--- src/rtl/sdram_port_arbiter_pkg.sv ---
// Shared definitions for the two-port SDRAM arbiter and its clients (the cache
// reuses SDRAM_BURSTLEN). The command bundle's address width follows SDRAM_ADDRBITS.
package sdram_port_arbiter_pkg;

    localparam int SDRAM_BURSTLEN = 8;
    localparam int SDRAM_ADDRBITS = 32;

    typedef enum logic [1:0] {
        IDLE  = 2'd0,
        CMD   = 2'd1,
        BURST = 2'd2
    } arb_state_t;

    typedef struct packed {
        logic                      rw;
        logic [SDRAM_ADDRBITS-1:0] addr;
        logic [15:0]               wdata;
    } sdram_cmd_t;

    // A read of address 0 is the idle command seen by the controller.
    localparam sdram_cmd_t SDRAM_CMD_RESET = '{rw: 1'b1, addr: '0, wdata: '0};

    function automatic sdram_cmd_t make_cmd(
        input logic                      rw,
        input logic [SDRAM_ADDRBITS-1:0] addr,
        input logic [15:0]               wdata
    );
        sdram_cmd_t c;
        c.rw    = rw;
        c.addr  = addr;
        c.wdata = wdata;
        return c;
    endfunction

endpackage

--- src/rtl/sdram_arb_pick.sv ---
// Combinational winner select for two requesters (0 = port 0, 1 = port 1).
// SDRAM_ARB_ROUNDROBIN_EN selects round-robin ties; otherwise port 0 wins ties.
module sdram_arb_pick (
    input  logic req0,
    input  logic req1,
    input  logic last_gnt,
    output logic win
);

`ifdef SDRAM_ARB_ROUNDROBIN_EN
    always_comb begin
        // NOTE: give every always_comb output a default first so no path can infer a latch.
        win = 1'b0;
        if (req0 && req1)
            win = ~last_gnt;
        else
            win = req1;
    end
`else
    logic unused_last_gnt;
    assign unused_last_gnt = last_gnt;

    always_comb begin
        win = req1 && !req0;
    end
`endif

endmodule

--- src/rtl/sdram_port_arbiter.sv ---
// Shares one 16-bit burst SDRAM controller port between two requesters.
// Tie policy is selected by SDRAM_ARB_ROUNDROBIN_EN (undefined: port 0 wins ties).
module sdram_port_arbiter
    import sdram_port_arbiter_pkg::*;
#(
    parameter int BURSTLEN = SDRAM_BURSTLEN,
    parameter int ADDRBITS = SDRAM_ADDRBITS
) (
    input  logic                clk,
    input  logic                reset,
    input  logic                req0,
    input  logic                req1,
    input  logic                rw0,
    input  logic                rw1,
    input  logic [ADDRBITS-1:0] addr0,
    input  logic [ADDRBITS-1:0] addr1,
    input  logic [15:0]         wdata0,
    input  logic [15:0]         wdata1,
    output logic                gnt0,
    output logic                gnt1,
    output logic                fill0,
    output logic                fill1,
    output logic                ack0,
    output logic                ack1,
    output logic                sdram_req,
    output logic                sdram_rw,
    output logic [ADDRBITS-1:0] sdram_addr,
    output logic [15:0]         sdram_wdata,
    input  logic                sdram_ack,
    input  logic                sdram_fill,
    output logic                busy,
    output logic                protocol_err
);

    localparam int                BEAT_W    = $clog2(BURSTLEN);
    localparam logic [BEAT_W-1:0] LAST_BEAT = BEAT_W'(BURSTLEN - 1);

    arb_state_t        state;
    sdram_cmd_t        cmd_q;
    sdram_cmd_t        cand;
    logic [BEAT_W-1:0] beat;
    logic              win;
    logic              last_gnt;
    logic              any_req;

    assign any_req = req0 || req1;

    sdram_arb_pick u_pick (
        .req0     (req0),
        .req1     (req1),
        .last_gnt (last_gnt),
        .win      (win)
    );

    assign cand = win ? make_cmd(rw1, addr1, wdata1) : make_cmd(rw0, addr0, wdata0);

`ifdef SDRAM_ARB_ROUNDROBIN_EN
    // Starts at 1 so port 0 takes the first tie after reset.
    always_ff @(posedge clk) begin
        if (!reset)
            last_gnt <= 1'b1;
        else if (state == IDLE && any_req)
            last_gnt <= win;
    end
`else
    assign last_gnt = 1'b0;
`endif

    always_ff @(posedge clk) begin
        // NOTE: sequential state uses non-blocking assignments so every register sees pre-edge values.
        if (!reset) begin
            state     <= IDLE;
            cmd_q     <= SDRAM_CMD_RESET;
            beat      <= '0;
            gnt0      <= 1'b0;
            gnt1      <= 1'b0;
            ack0      <= 1'b0;
            ack1      <= 1'b0;
            sdram_req <= 1'b0;
        end else begin
            ack0 <= 1'b0;
            ack1 <= 1'b0;
            unique case (state)
                IDLE: begin
                    if (any_req) begin
                        cmd_q     <= cand;
                        gnt0      <= ~win;
                        gnt1      <= win;
                        sdram_req <= 1'b1;
                        state     <= CMD;
                    end
                end
                CMD: begin
                    if (sdram_ack) begin
                        sdram_req <= 1'b0;
                        if (cmd_q.rw) begin
                            beat  <= '0;
                            state <= BURST;
                        end else begin
                            ack0  <= gnt0;
                            ack1  <= gnt1;
                            gnt0  <= 1'b0;
                            gnt1  <= 1'b0;
                            state <= IDLE;
                        end
                    end
                end
                BURST: begin
                    if (sdram_fill) begin
                        beat <= beat + 1'b1;
                        if (beat == LAST_BEAT) begin
                            gnt0  <= 1'b0;
                            gnt1  <= 1'b0;
                            state <= IDLE;
                        end
                    end
                end
                default: state <= IDLE;
            endcase
        end
    end

    assign sdram_rw    = cmd_q.rw;
    assign sdram_addr  = cmd_q.addr;
    assign sdram_wdata = cmd_q.wdata;
    assign busy        = (state != IDLE);

    // Fill is forwarded with no latency, and only while a burst is actually owed.
    assign fill0 = sdram_fill && (state == BURST) && gnt0;
    assign fill1 = sdram_fill && (state == BURST) && gnt1;

    assign protocol_err = (sdram_fill && (state != BURST)) || (sdram_ack && (state != CMD));

endmodule

--- config.mk ---
export PLATFORM = sky130hd
export DESIGN_NAME = sdram_port_arbiter
export DESIGN_NICKNAME = d
export VERILOG_FILES = /design/src/rtl/sdram_port_arbiter_pkg.sv /design/src/rtl/sdram_arb_pick.sv /design/src/rtl/sdram_port_arbiter.sv
export SDC_FILE = /design/constraint.sdc
export NUM_CORES = 1
export LEC_CHECK = 0
export CORE_MARGIN = 5
export CORE_UTILIZATION = 38
export CTS_CLUSTER_DIAMETER = 100
export DETAILED_ROUTE_END_ITERATION = 12
export GPL_TIMING_DRIVEN = 0
export PLACE_DENSITY = 0.83
export SLEW_MARGIN = 10
export SYNTH_ARGS = -nofsm -noshare
export SYNTH_HDL_FRONTEND = slang
export SYNTH_SLANG_ARGS = --single-unit
--- constraint.sdc ---
create_clock -name clk -period 2 [get_ports clk]
set_input_delay 0.4 -clock clk [delete_from_list [all_inputs] [get_ports clk]]
set_output_delay 0.4 -clock clk [all_outputs]
set_load 0.03 [all_outputs]
==> results.toml <==
[routing]
drcViolationCount = 0
firstDrtPassIters = 5
vias = 2744
wl_per_cell_um = 15.3
drt_iter0_markers = 58
ant_nets = 0
routed_wirelength_um = 8590
vias_per_cell = 4.89

[floorplanning]
rows = 31
fp.dieH_um = 96.3
die_w_um = 96.3
start_util_pct = 39.0
fp.coreArea_mm2 = 0.00725
ioPinCount = 162
die_area_mm2 = 0.00927

[cts]
clock_sinks = 59
clk_latency_ns = 0.33
clkSlewWorstSetupHoldPaths_ns = 0.07
cts_tree = "yes"
cts_buffers = 9
htreeDepth = 3
holdBufCountCts = 0
cts_root_buf = "clkbuf_8"
cts_max_path_buffers = 2

[logic_synthesis]
synth_flop_cell = "dfxtp_1"
synth_most_common_cell = "dfxtp_1"
synth_top_area_share_pct = 41.8
syn_nets = 399
synth-async-reset-ratio_pct = 0
synth.area.top_cells = "dfxtp_1, mux2i_1, a211oi_1"
yosysUniqueCellTypes = 31
avgSynthCellArea_um2 = 9.82
synth_edf_count = 0
yosys.area.top_type = "dfxtp_1"
synth_warnings = 0
synth_area_mm2 = 0.00283
synth_cells = 288
netlist_top_cells_count = "dfxtp_1, mux2i_1, nor2_1"
synth_seq_area_share_pct = 41.8
synth_seq_cells = 59

[grt]
antenna_found_initial = 0
grt_use_total_pct = 18.0
grt_max_degree = 11
grt_first_pass_wirelength_um = 12900
grt_pass1_vias = 2757
overflow = 0

[pwr]
ir_drop_v = 0.000562
p_leak_nw = 2.05
powerDensity_mw_per_mm2 = 1200

[final_layout]
post-route-util_pct = 64.9
diodes = 0
multiInputGateArea_mm2 = 0.00143
nNetsFinal = 569
fillers = 619
drive_gt1_share_pct = 9.52
regArea_mm2 = 0.00118
areaGrowthSynthToFinish_pct = 66.3

[timing]
skew_ns = 0.0104
rsz0062_at_grt = "false"
worstMarginPinSlew_ns = 0.527
hold_violations = 0
setup_ws_ns = 0.0702
final-setup-viol-count = 0
fmax_mhz = 518
relSlewSlack_pct = 64.8
slew_viol_final = 0
period_minus_slack_ns = 1.93
period_share_pct = 96.5

[placement]
dp_hpwl_um = 6910
port_buffers = 160
dp_slack_ns = -0.323
gp_congestion = 0.772

[flow_run]
maxCapViolations = 0

[worst_setup_path]
crit_start = "sdram_rw"
start_kind = "flop"
rrSetupSlack_ns = 0.33
critical_path.top_delay_family = "buffers and inverters"
worst-setup-path-type = "reg -> out"
end_kind = "output port"
reg2reg_from = "state[1]"
rr_worst_depth = 5
slowest_delay_ns = 0.73
path_cells = "clkdlybuf4s50_1"
cpMaxStageDelayCell = "clkdlybuf4s50_1"
cp_data_required_time_ns = 1.60
cp_max_fo = 7
r2r-end = "state[0]"
endpoint = "sdram_rw"
path_buf_inv = 1
cp_num_cells = 1
critical_path_arrival_ns = 1.53

[run_status]
outcome = "finished clean"

[hold_path]
hold_class = "in -> reg"
## placed cells by master, fill, tap and decap left out, types with 2 or more instances in the layout
master | Yosys | layout
a211oi_1 | 45 | 45
a211oi_2 | 3 | 3
a21boi_0 | 2 | 2
a21oi_1 | 5 | 5
and2_1 | 2 | 2
and3_1 | 2 | 2
buf_2 | 9 | 11
buf_4 | 2 | 2
buf_6 | 3 | 3
buf_8 | 5 | 5
clkbuf_1 | 6 | 5
clkbuf_8 | 0 | 10
clkdlybuf4s50_1 | 0 | 156
clkinv_2 | 0 | 3
clkinvlp_4 | 0 | 2
dfxtp_1 | 59 | 58
ha_1 | 7 | 7
inv_1 | 5 | 5
mux2i_1 | 54 | 54
nand2_1 | 8 | 8
nand2b_1 | 3 | 3
nand4_1 | 2 | 2
nor2_1 | 48 | 48
nor2b_1 | 2 | 2
nor3_1 | 2 | 2
o21ai_0 | 5 | 5
## layout make-up
type                            instances  area share [%]
Timing Repair Buffer                  160            33.7
Multi-Input combinational cell        198            30.5
Clock inverter                          5           0.638
Tap cell                               99            2.63
Clock buffer                           10            2.92
Sequential cell                        59            25.1
Inverter                                6           0.479
Buffer                                 24            3.99
## through the flow
step	setup TNS (ns)	instance area [um2]	hold WS, ns	cells	total power [mW]
floorplan	0	2830	0.453	288	3.55
global placement	-0.822	4550	0.462	547	4.72
detailed placement	-0.860	4550	0.473	547	4.79
CTS	0	4720	0.327	562	5.72
global route	0	4710	0.353	561	5.98
finish	0	4710	0.343	561	5.65
## timing repair
item	4_1_cts	5_1_grt
gates resized for setup	13	5
endpoints found under the hold margin	0	0
setup buffers	0	0
setup endpoints to repair	4	3
## routing by layer
metal	part of all wire (%)	global-route usage [%]	vias to the layer above
li1	-	-	1366
met3	10	6.57	15
met2	49	30.3	113
met5	0	0	-
met1	39	20.4	1250
met4	2.0	7.35	0
## registers in the layout, summed over array words and instances, names as in the netlist
register	flops
beat	3
sdram_wdata	16
sdram_addr	32
ack1	1
ack0	1
gnt0	1
sdram_req	1
gnt1	1
state	2
sdram_rw	1
## where the power goes
group | internal [mW] | switching [mW]
registers | 1.55 | 0.211
clock network | 0.469 | 0.457
logic | 1.29 | 1.68
## worst min-delay path by stage
stage	slack, ns	start	cells after the start	endpoint
after CTS	0.33	reset	2	sdram_rw
after global placement	0.46	beat[2]	2	beat[2]
final	0.34	reset	2	sdram_rw
after global routing	0.35	reset	2	sdram_rw
after detailed placement	0.47	gnt0	2	gnt0
after floorplan	0.45	beat[1]	2	beat[1]
## logic make-up after synthesis
logic type	Yosys count	share of synthesized area (%)
AO/OA/AOI/OAI	64	16.7
adder cells (fa/ha/maj)	7	3.10
buffers and inverters	31	7.56
flip-flops	59	41.8
multiplexers	54	19.1
AND/OR/NAND/NOR	73	11.8
No activity file was read; power rests on OpenSTA's default activity.
